$ cat src/rtl/lmc_pkg.sv
// Shared LMC definitions: default widths, opcode values and fetch FSM state encodings.
// Imported by the fetch unit, the decoder and the neighbouring loader/execute blocks.
package lmc_pkg;

    localparam int LMC_N   = 2;
    localparam int LMC_M   = 4;
    localparam int LMC_OPW = 2;

    localparam logic [1:0] OP_HLT = 2'b00;
    localparam logic [1:0] OP_ADD = 2'b01;
    localparam logic [1:0] OP_LDA = 2'b10;
    localparam logic [1:0] OP_BRA = 2'b11;

    typedef enum logic [2:0] {
        S_IDLE    = 3'd0,
        S_ADDR    = 3'd1,
        S_CAPTURE = 3'd2,
        S_PRESENT = 3'd3,
        S_HALTED  = 3'd4
    } fetch_state_e;

endpackage

$ cat src/rtl/lmc_decode.sv
// Combinational instruction splitter: opcode from the top OPW bits, operand from the rest,
// plus the two flags the fetch sequencer steers on.
module lmc_decode
    import lmc_pkg::*;
#(
    parameter int N   = LMC_N,
    parameter int M   = LMC_M,
    parameter int OPW = LMC_OPW
) (
    input  logic [M-1:0]   word,
    output logic [OPW-1:0] opcode,
    output logic [N-1:0]   operand,
    output logic           is_hlt,
    output logic           is_bra
);

    // Field split and opcode flags
    always_comb begin
        opcode  = word[M-1:M-OPW];
        operand = word[M-OPW-1:0];
        is_hlt  = (word[M-1:M-OPW] == OP_HLT);
        is_bra  = (word[M-1:M-OPW] == OP_BRA);
    end

endmodule

$ cat src/rtl/lmc_fetch_unit.sv
// LMC fetch sequencer: addresses the program RAM from the PC, captures the word a cycle later,
// presents it to execute over valid/ready, and handles BRA redirect, HLT stop and PC loads.
module lmc_fetch_unit
    import lmc_pkg::*;
#(
    parameter int N   = LMC_N,
    parameter int M   = LMC_M,
    parameter int OPW = LMC_OPW
) (
    input  logic           timer555,
    input  logic           reset,
    input  logic           run,
    input  logic           pc_load,
    input  logic [N-1:0]   pc_load_value,
    output logic [N-1:0]   mem_adr,
    input  logic [M-1:0]   mem_data,
    output logic           instr_valid,
    input  logic           instr_ready,
    output logic [OPW-1:0] opcode,
    output logic [N-1:0]   operand,
    output logic           halted
);

    fetch_state_e   state_r;
    fetch_state_e   state_next_s;
    logic [N-1:0]   pc_r;
    logic [N-1:0]   pc_next_s;
    logic [M-1:0]   ir_r;
    logic [M-1:0]   ir_next_s;
    logic           capture_s;
    logic           is_hlt_r;
    logic [OPW-1:0] dec_opcode_s;
    logic [N-1:0]   dec_operand_s;
    logic           dec_is_hlt_s;
    logic           dec_is_bra_s;

    // The decoder sees the word that ir is about to hold, so CAPTURE can branch on fresh RAM data
    assign ir_next_s = capture_s ? mem_data : ir_r;

    lmc_decode #(.N(N), .M(M), .OPW(OPW)) u_decode (
        .word    (ir_next_s),
        .opcode  (dec_opcode_s),
        .operand (dec_operand_s),
        .is_hlt  (dec_is_hlt_s),
        .is_bra  (dec_is_bra_s)
    );

    // Next-state and PC logic; pc_load overrides the whole FSM
    always_comb begin
        state_next_s = state_r;
        pc_next_s    = pc_r;
        capture_s    = 1'b0;
        if (pc_load) begin
            state_next_s = S_IDLE;
            pc_next_s    = pc_load_value;
        end else begin
            case (state_r)
                S_IDLE: begin
                    if (run) begin
                        state_next_s = S_ADDR;
                    end else begin
                        state_next_s = S_IDLE;
                    end
                end
                S_ADDR: begin
                    state_next_s = S_CAPTURE;
                end
                S_CAPTURE: begin
                    capture_s    = 1'b1;
                    state_next_s = S_PRESENT;
                    if (dec_is_bra_s) begin
                        pc_next_s = dec_operand_s;
                    end else begin
                        pc_next_s = pc_r + {{(N-1){1'b0}}, 1'b1};
                    end
                end
                S_PRESENT: begin
                    if (instr_valid && instr_ready) begin
                        if (is_hlt_r) begin
                            state_next_s = S_HALTED;
                        end else if (run) begin
                            state_next_s = S_ADDR;
                        end else begin
                            state_next_s = S_IDLE;
                        end
                    end else begin
                        state_next_s = S_PRESENT;
                    end
                end
                S_HALTED: begin
                    state_next_s = S_HALTED;
                end
                default: begin
                    state_next_s = S_IDLE;
                end
            endcase
        end
    end

    // FSM state and program counter registers
    always_ff @(posedge timer555) begin
        if (reset) begin
            state_r <= S_IDLE;
            pc_r    <= {N{1'b0}};
        end else begin
            state_r <= state_next_s;
            pc_r    <= pc_next_s;
        end
    end

    // Registered outputs; ir resets to 0 which decodes as HLT, so is_hlt_r starts set to match
    always_ff @(posedge timer555) begin
        if (reset) begin
            mem_adr     <= {N{1'b0}};
            ir_r        <= {M{1'b0}};
            opcode      <= {OPW{1'b0}};
            operand     <= {N{1'b0}};
            is_hlt_r    <= 1'b1;
            instr_valid <= 1'b0;
            halted      <= 1'b0;
        end else begin
            mem_adr     <= pc_r;
            ir_r        <= ir_next_s;
            opcode      <= dec_opcode_s;
            operand     <= dec_operand_s;
            is_hlt_r    <= dec_is_hlt_s;
            instr_valid <= (state_next_s == S_PRESENT);
            halted      <= (state_next_s == S_HALTED);
        end
    end

endmodule

$ cat config.mk
export PLATFORM = sky130hd
export DESIGN_NAME = lmc_fetch_unit
export DESIGN_NICKNAME = d
export VERILOG_FILES = /design/src/rtl/lmc_pkg.sv /design/src/rtl/lmc_decode.sv /design/src/rtl/lmc_fetch_unit.sv
export SDC_FILE = /design/constraint.sdc
export NUM_CORES = 1
export LEC_CHECK = 0
export BUFFER_PORTS_ARGS = -buffer_cell sky130_fd_sc_hd__buf_2
export CORE_MARGIN = 2
export CORE_UTILIZATION = 42
export CTS_CLUSTER_DIAMETER = 30
export CTS_CLUSTER_SIZE = 20
export DETAILED_ROUTE_END_ITERATION = 12
export PLACE_DENSITY_LB_ADDON = 0.3
export SETUP_SLACK_MARGIN = 0.15
export SYNTH_ARGS = -nofsm -noshare
export SYNTH_HDL_FRONTEND = slang
export SYNTH_SLANG_ARGS = --single-unit
$ cat constraint.sdc
create_clock -name timer555 -period 1.56 [get_ports timer555]
set_input_delay 0.078 -clock timer555 [delete_from_list [all_inputs] [get_ports timer555]]
set_output_delay 0.078 -clock timer555 [all_outputs]
set_load 0.02 [all_outputs]
==> impl_metrics.toml, run 1 <==
[clock_network]
cts_htree_levels = 1
clock_latency_ns = 0.28
cts_buffers = 3
tritoncts = "yes"
clkTransAtPathRegs_ns = 0.09
cts_sinks = 14
cts-root-buf = "clkbuf_4"
clk_path_buf_depth = 2

[status]
status = "finished, final reports clean"

[grt]
gr-total-overflow = 0
grt_max_degree = 15
antenna_found_initial = 0
grt_pass1_vias = 506
grt_pass1_wl_mm = 2.06
track_usage_pct = 15.2

[routing]
drc = 0
initialDrtViolationCount = 4
wl_per_cell_um = 11.9
dr.pass1.iters = 3
wl_mm = 1.24
antenna_left = 0
viasPerCell = 5.14
via_count = 535

[final_layout]
n_antenna_cell = 0
drive_gt1_share_pct = 40.4
areaGrowthSynthToFinish_pct = 35.6
nFillCells = 113
nNetsFinal = 101

[synthesis]
yosysWarningCount = 0
synth_most_common_cell = "dfxtp_1"
synth_area_leaders = "dfxtp_1 47%, mux2i_1 8.3%, nor2_1 6.9%"
synthesis.nets = 73
synth_area_um2 = 602
ys_ff_latch = 14
netlist.area_leader.share_pct = 46.6
synth_cells = 62
async_reset_ff_share_pct = 0
synth_cell_types = 26
netlist_top_cells_count = "14 x dfxtp_1, 11 x nor2_1, 5 x mux2i_1"
synth_top_flop_cell = "dfxtp_1"
synth_edf_count = 0
synth_seq_area_share_pct = 46.6
synth_top_area_cell = "dfxtp_1"
syn_avg_cell_area_um2 = 9.71

[die]
die_w_um = 41.9
design.die.area_mm2 = 0.00175
fp-row-count = 13
coreArea_mm2 = 0.00132
chipHeight_um = 41.9
start_util_pct = 45.7
io_pins = 19

[run]
cap_violations = 0

[sta]
fin_crit_sh_pct = 93.7
slew_violations = 0
setup_viol = 0
worstMarginPinSlew_ns = 0.321
slew_headroom_pct = 78.4
hold_slack_ns = 0.0385
finalHoldViolCount = 0
timing.fmax_ghz = 0.684
skew_ns = 0.00355
min_period_ns = 1.46
grt_setup_unrepaired = "yes"

[min_path]
hold_path_depth = 3
hp-class = "input pin to flop"
worstHoldStart = "mem_data[1]"
holdPathEnd = "ir_r[1]"

[worst_setup_path]
end_kind = "flop"
r2r_cells = 6
required_ns = 1.74
rr_endpoint = "pc_r[0]"
cp_max_fo = 4
reg2reg_from = "state_r[0]"
path_class = "flop to flop"
cp-startpoint = "state_r[0]"
regToRegSetupSlack_ns = 0.1
crit_arrival_ns = 1.64
worst_setup_path_start_kind = "flop"

[placement]
routabilityCongestion = 0.754
numPortBuffers = 18
dp_hpwl_um = 866

[power_and_ir_drop]
power.total_uw = 712
max-vdd-ir-drop_mv = 0.475
power_leakage_nw = 0.363
powerDensity_mw_per_mm2 = 873
==> routing by layer <==
layer / wire, um / global-route usage [%] / part of all wire (%)
met3: 42 / 3.91 / 3.4
met1: 573 / 18.6 / 46
met5: 0 / 0 / 0
met4: 14 / 7.74 / 1.1
met2: 606 / 24.4 / 49
==> placed cells by master (no fill, tap or decap) <==
| master | count |
|---|---|
| mux2_4 | 1 |
| o41ai_1 | 1 |
| dfxtp_2 | 2 |
| a211o_1 | 1 |
| nor3b_2 | 1 |
| and3_1 | 1 |
| buf_6 | 1 |
| nor4b_4 | 2 |
| clkbuf_4 | 3 |
| nor3_1 | 2 |
| clkbuf_8 | 1 |
| dfxtp_1 | 11 |
| a311o_1 | 1 |
| buf_4 | 6 |
| a21oi_1 | 4 |
| o21ai_0 | 1 |
| and4b_1 | 1 |
| nor4_1 | 1 |
| a21boi_0 | 1 |
| nand3b_1 | 1 |
| nor2_1 | 11 |
| a22oi_1 | 1 |
| or4_1 | 1 |
| or2b_1 | 1 |
| buf_2 | 18 |
| nand2_1 | 3 |
| nor2b_1 | 2 |
| dfxtp_4 | 1 |
| inv_1 | 2 |
| mux2i_1 | 5 |
| o21bai_1 | 1 |
==> cells by family (layout without fill, tap and decap cells) <==
group           Yosys count  after routing  share of synthesized area, %
flops                    14             14                          46.6
mux                       6              6                          10.8
simple gates             27             27                          27.7
buf+inv                   4             31                          2.50
compound gates           11             11                          12.5
==> critical path, stage by stage (launching register included) <==
cell	delay, ns
dfxtp_4	0.37
buf_4	0.14
nor3b_2	0.17
buf_4	0.15
mux2i_1	0.18
o21bai_1	0.08
a211o_1	0.28
==> worst max-delay path by stage <==
stage                    to  slack [ns]  cells after the start
floorplan           pc_r[0]       -0.07                      4
global placement    pc_r[0]        0.12                      4
detailed placement  pc_r[0]        0.10                      4
CTS                 pc_r[1]        0.09                      6
global route        pc_r[0]        0.04                      6
finish              pc_r[0]         0.1                      6
==> cell type report <==
class | instances | area [um^2] | area share (%)
multi-input cells | 44 | 320 | 39.3
flip-flops and latches | 14 | 287 | 35.1
repair buffers | 25 | 146 | 17.9
clock buffers | 4 | 36.3 | 4.45
well taps | 15 | 18.8 | 2.30
inverters | 2 | 7.51 | 0.920
==> what timing repair did <==
| action | in CTS | in global routing |
|---|---|---|
| endpoints found under the setup margin | 2 | 3 |
| resized for setup | 1 | 4 |
| pin swaps | 0 | 2 |
| hold buffers | 0 | 0 |
| setup buffers | 1 | 2 |
==> registers in the layout (all words and copies together), names as in the netlist <==
name / count
halted: 1
instr_valid: 1
ir_r: 1
is_hlt_r: 1
mem_adr: 2
opcode: 2
operand: 1
pc_r: 2
state_r: 3
==> per-stage QoR <==
stage          cells  area (um^2)  worst slack [ns]  setup TNS [ns]  util, %
6_report         104          816            0.0979               0     61.9
5_1_grt          104          816            0.0376               0     61.9
4_1_cts          102          783            0.0885               0     59.4
3_5_place_dp      97          736             0.103               0     55.8
3_3_place_gp      97          736             0.117               0     55.8
2_1_floorplan     62          604           -0.0677         -0.0677        -
==> power by group <==
part,switching [mW],internal (mW)
Clock,0.121,0.142
Sequential,0.00829,0.367
Combinational,0.0386,0.0360
Power figures use the tool's default switching activity.
==> run 2, diff against run 1 <==
--- a/config.mk
+++ b/config.mk
@@ -11,6 +11,7 @@
 export CTS_CLUSTER_DIAMETER = 30
 export CTS_CLUSTER_SIZE = 20
 export DETAILED_ROUTE_END_ITERATION = 12
+export GPL_TIMING_DRIVEN = 0
 export PLACE_DENSITY_LB_ADDON = 0.3
 export SETUP_SLACK_MARGIN = 0.15
 export SYNTH_ARGS = -nofsm -noshare
==> run 2 against run 1 <==
Net effect: clock skew barely moved; worst hold slack improved by 0.0025 ns; via count fell by 2.1%; setup slack got worse by 0.050 ns; cell area fell by 4.6%; fmax fell by 3.3%.
==> impl_metrics.toml, run 2 (synthesized netlist as in run 1, its figures left out) <==
[placement]
pre_cts_slack_ns = -0.187
dp_hpwl_um = 809
dp.cells = 95
dpl_cell_area_um2 = 713
routabilityCongestion = 0.760
numPortBuffers = 18

[final_layout]
layout_common_cells = "18 x buf_2, 11 x nor2_1, 11 x dfxtp_1"
largest_reg_flops = 3
regArea_um2 = 284
final_common_cell = "buf_2"
multi_input_comb_area_um2 = 312
fin_area_um2 = 778
nNetsFinal = 99
nFillCells = 118
instances_no_fill = 102
top_register = "state_r"
n_antenna_cell = 0
final_core_util_pct = 59.1
areaGrowthSynthToFinish_pct = 29.3
drive_gt1_share_pct = 36.8

[worst_setup_path]
r2r_cells = 4
end_kind = "flop"
path_class = "flop to flop"
required_ns = 1.74
crit_arrival_ns = 1.69
rr_endpoint = "pc_r[0]"
regToRegSetupSlack_ns = 0.05
cp_max_fo = 5
reg2reg_from = "state_r[0]"
worst_setup_path_start_kind = "flop"

[grt]
grt_util_met3_pct = 5.22
grtUsageMet2_pct = 23.1
grt_pass1_vias = 485
grt-busiest-layer = "met2"
grt_util_met1_pct = 17.2
antenna_found_initial = 0
gr-total-overflow = 0
grt_max_degree = 11
track_usage_pct = 14.6
grt_pass1_wl_mm = 1.93

[routing]
initialDrtViolationCount = 6
viasPerCell = 5.14
drc = 0
dr.pass1.iters = 2
wl_per_cell_um = 10.7
wl_mm = 1.09
antenna_left = 0
via_count = 524

[clock_network]
clkTransAtPathRegs_ns = 0.09
cts_buffers = 3
cts_sinks = 14
clk_path_buf_depth = 2
cts_htree_levels = 1
clock_latency_ns = 0.28
cts-root-buf = "clkbuf_4"
tritoncts = "yes"

[die]
chipHeight_um = 41.9
die_w_um = 41.9
coreArea_mm2 = 0.00132
design.die.area_mm2 = 0.00175
io_pins = 19
fp-row-count = 13
start_util_pct = 45.7

[sta]
setup_viol = 0
timing.fmax_ghz = 0.662
grt_setup_unrepaired = "yes"
setup-tns-final_ns = 0
slew_violations = 0
skew_ns = 0.00332
slew_headroom_pct = 70.3
min_period_ns = 1.51
setup_ws_ns = 0.0484
finalHoldViolCount = 0
hold_slack_ns = 0.0410
fin_crit_sh_pct = 96.9
worstMarginPinSlew_ns = 0.446

[status]
status = "finished, final reports clean"

[run]
cap_violations = 0

[min_path]
holdPathEnd = "ir_r[1]"
worstHoldStart = "mem_data[1]"
hold_path_depth = 3
hp-class = "input pin to flop"

[power_and_ir_drop]
power.total_uw = 707
power_leakage_nw = 0.336
powerDensity_mw_per_mm2 = 908
max-vdd-ir-drop_mv = 0.455
run 2: changes by cell type in the layout (fill, tap and decap cells not counted):
cell,change
clkbuf_1,+2
nor4b_4,-1
buf_6,-1
nor4b_2,+1
buf_4,-3
dfxtp_2,+1
dfxtp_4,-1
run 2: timing repair:
action | 4_1_cts | 5_1_grt
resized for setup | 0 | 2
hold buffers | 0 | 0
setup endpoints to repair | 2 | 5
pin swaps | 1 | 2
buffers inserted | 3 | 0
run 2: worst max path at each step:
stage	startpoint	to	slack (ns)	cells after the start
final	state_r[0]	pc_r[0]	0.05	4
after global routing	state_r[0]	pc_r[0]	0.007	4
after CTS	state_r[0]	pc_r[0]	0.05	4
after detailed placement	state_r[0]	pc_r[0]	-0.19	4
after global placement	state_r[0]	pc_r[0]	-0.17	4
after floorplan	state_r[0]	pc_r[0]	-0.07	4
run 2: report_power, final:
group | internal (mW) | switching, mW | leakage (nW)
logic | 0.0303 | 0.0349 | 0.200
clock network | 0.142 | 0.124 | 0.0210
registers | 0.368 | 0.00741 | 0.115
total | 0.540 | 0.166 | 0.336
run 2: cell type report:
class / instances / area share [%]
buffer: 2 / 0.965
clock buffer: 4 / 4.66
inverter: 2 / 0.965
multi-input combinational: 44 / 40.0
sequential: 14 / 36.5
tap: 15 / 2.41
timing repair buffer: 21 / 14.5
run 2: routing by layer:
layer  up-vias  part of all wire, %  routed length, um
met5         -                    0                  0
met4         0                  2.8                 31
met3         4                  4.5                 49
met2        12                   47                508
met1       237                   46                501
li1        271                    -                  -
run 2: worst max-delay path, cell delays in order (launching register included):
cell and delay, ns:
dfxtp_2 0.36, nor4b_4 0.32, mux2_4 0.35, nor4b_2 0.16, a211o_1 0.22
==> run 3, diff against run 2 <==
--- a/config.mk
+++ b/config.mk
@@ -6,8 +6,9 @@
 export NUM_CORES = 1
 export LEC_CHECK = 0
 export BUFFER_PORTS_ARGS = -buffer_cell sky130_fd_sc_hd__buf_2
+export CORE_ASPECT_RATIO = 0.9
 export CORE_MARGIN = 2
-export CORE_UTILIZATION = 42
+export CORE_UTILIZATION = 45
 export CTS_CLUSTER_DIAMETER = 30
 export CTS_CLUSTER_SIZE = 20
 export DETAILED_ROUTE_END_ITERATION = 12
@@ -16,4 +17,5 @@
 export SETUP_SLACK_MARGIN = 0.15
 export SYNTH_ARGS = -nofsm -noshare
 export SYNTH_HDL_FRONTEND = slang
+export SYNTH_HIERARCHICAL = 1
 export SYNTH_SLANG_ARGS = --single-unit
==> run 3 against run 2 <==
Net effect: the flow now finishes with violations (negative setup slack); area after synthesis rose by 21%; final cell count rose by 20%; routed wire length rose by 31%; synthesized cell count rose by 11%; clock power rose by 7%; critical path depth rose by 3; global-route usage rose by 2.1 points; combinational power rose by 30%; fmax fell by 18%; core utilization rose by 11 points; via count rose by 13%.
==> impl_metrics.toml, run 3 <==
[clock_network]
clkTransAtPathRegs_ns = 0.11
clock_latency_ns = 0.29
clk_path_buf_depth = 2
cts-root-buf = "clkbuf_4"
cts_htree_levels = 1
cts_buffers = 3
tritoncts = "yes"
cts_sinks = 18

[sta]
fin_crit_sh_pct = 118
slew_violations = 0
skew_ns = 0.00796
setup_viol = 9
slew_headroom_pct = 72.1
worstMarginPinSlew_ns = 0.418
grt_setup_unrepaired = "yes"
finalHoldViolCount = 0
timing.fmax_ghz = 0.542
setup_ws_ns = -0.284
setup-tns-final_ns = -0.865
hold_slack_ns = 0.0413
min_period_ns = 1.84

[synthesis]
synth_cells = 69
synthesis.nets = 80
netlist.area_leader.share_pct = 49.4
yosysWarningCount = 6
synth_seq_area_share_pct = 49.4
synth_edf_count = 0
syn_avg_cell_area_um2 = 10.6
synth_top_flop_cell = "dfxtp_1"
synth_most_common_cell = "dfxtp_1"
synth_area_um2 = 729
async_reset_ff_share_pct = 0
netlist_top_cells_count = "18 x dfxtp_1, 9 x nor2b_1"
synth_area_leaders = "dfxtp_1 49%, nor2b_1 7.7%, mux2_2 6.2%"
synth_cell_types = 27
synth_top_area_cell = "dfxtp_1"
ys_ff_latch = 18

[final_layout]
areaGrowthSynthToFinish_pct = 41.3
regArea_um2 = 369
nNetsFinal = 112
final_core_util_pct = 69.7
n_antenna_cell = 0
final_common_cell = "buf_2"
nFillCells = 119
drive_gt1_share_pct = 49.0
multi_input_comb_area_um2 = 369
layout_common_cells = "17 x buf_2, 15 x dfxtp_1, 9 x nor2b_1"
instances_no_fill = 122
reg.largest.list = "ir_r (4), state_r (3)"
top_register = "ir_r"
largest_reg_flops = 4

[power_and_ir_drop]
swShare_pct = 22.5
power_leakage_nw = 0.468
powerDensity_mw_per_mm2 = 822
pwr-share-comb_pct = 10.0
clkPwrFrac_pct = 33.7
p_sw_uw = 191
p_int_uw = 657
power.total_uw = 847
sequentialPowerShare_pct = 56.3
max-vdd-ir-drop_mv = 0.531

[placement]
dp.cells = 108
routabilityCongestion = 0.756
dp_hpwl_um = 909
numPortBuffers = 17

[worst_setup_path]
rr_endpoint = "pc_r[0]"
regToRegSetupSlack_ns = -0.28
required_ns = 1.74
path_class = "flop to flop"
reg2reg_from = "state_r[2]"
r2r_cells = 7
worst_setup_path_start_kind = "flop"
crit_arrival_ns = 2.02
cp_max_fo = 4
end_kind = "flop"

[min_path]
hp-class = "input pin to flop"
holdPathEnd = "opcode[1]"
worstHoldStart = "reset"
hold_path_depth = 2

[status]
failed_checks = "negative setup slack"
status = "finished with violations"

[grt]
grt_pass1_wl_mm = 2.33
gr-total-overflow = 0
grt_pass1_vias = 540
grt_max_degree = 11
track_usage_pct = 16.7
antenna_found_initial = 0

[die]
design.die.area_mm2 = 0.00196
io_pins = 19
die_w_um = 46.4
start_util_pct = 49.3
chipHeight_um = 42.2
coreArea_mm2 = 0.00148
fp-row-count = 13

[routing]
drc = 0
dr.pass1.iters = 4
viasPerCell = 4.84
wl_per_cell_um = 11.7
antenna_left = 0
via_count = 590
wl_mm = 1.43
initialDrtViolationCount = 20

[run]
cap_violations = 0
-- run 3: worst max path at each step --
stage                          start  endpoint  slack, ns  depth (start not counted)
after global routing      state_r[2]   pc_r[0]      -0.35                          7
final                     state_r[2]   pc_r[0]      -0.28                          7
after global placement    state_r[2]   pc_r[0]      -0.31                          6
after floorplan           state_r[2]   pc_r[0]      -0.20                          6
after CTS                 state_r[2]   pc_r[0]      -0.26                          7
after detailed placement  state_r[2]   pc_r[0]      -0.35                          6
-- run 3: routing by layer --
| metal | global-route usage, % | share of wire [%] | vias up |
|---|---|---|---|
| met1 | 21.3 | 44 | 277 |
| met4 | 8.57 | 0.84 | 0 |
| met5 | 0 | 0 | - |
| met3 | 3.88 | 3.8 | 2 |
| met2 | 25.6 | 52 | 13 |
| li1 | - | - | 298 |
-- run 3: power groups by stage --
stage          clock, mW  combinational, mW  sequential, mW
4_1_cts            0.290             0.0768           0.477
3_3_place_gp           0             0.0668           0.489
5_1_grt            0.316             0.0933           0.479
3_5_place_dp           0             0.0687           0.490
2_1_floorplan          0             0.0404           0.493
6_report           0.285             0.0848           0.477
-- run 3: cells by family after synthesis --
logic type / count (synthesis) / share of synthesized area, %
simple gates: 31 / 28.0
flops: 18 / 49.4
buf+inv: 6 / 6.17
mux: 5 / 7.55
compound gates: 8 / 7.72
xor+xnor: 1 / 1.20
-- run 3: layout make-up --
class | instances | area share [%]
Tap cell | 22 | 2.67
Multi-Input combinational cell | 45 | 35.8
Buffer | 6 | 5.10
Clock buffer | 4 | 3.52
Timing Repair Buffer | 27 | 17.1
Sequential cell | 18 | 35.8
-- run 3: stage by stage --
| stage | setup slack [ns] | cell area [um^2] |
|---|---|---|
| 3_5_place_dp | -0.346 | 858 |
| 6_report | -0.284 | 1030 |
| 3_3_place_gp | -0.310 | 858 |
| 4_1_cts | -0.262 | 980 |
| 2_1_floorplan | -0.197 | 746 |
| 5_1_grt | -0.348 | 1030 |
-- run 3: critical path, stage by stage, from the launching register on --
cell and delay, ns:
dfxtp_4 0.37, nor4b_4 0.26, buf_4 0.18, mux2_4 0.31
and2_4 0.18, nor2_4 0.10, a21oi_2 0.04, a2111oi_1 0.30
-- run 3: what timing repair did --
item	4_1_cts	5_1_grt
hold buffers	1	1
gates resized for setup	7	10
setup buffers	7	1
pin swaps	3	5
hold endpoints to repair	1	1
setup endpoints to repair	11	11
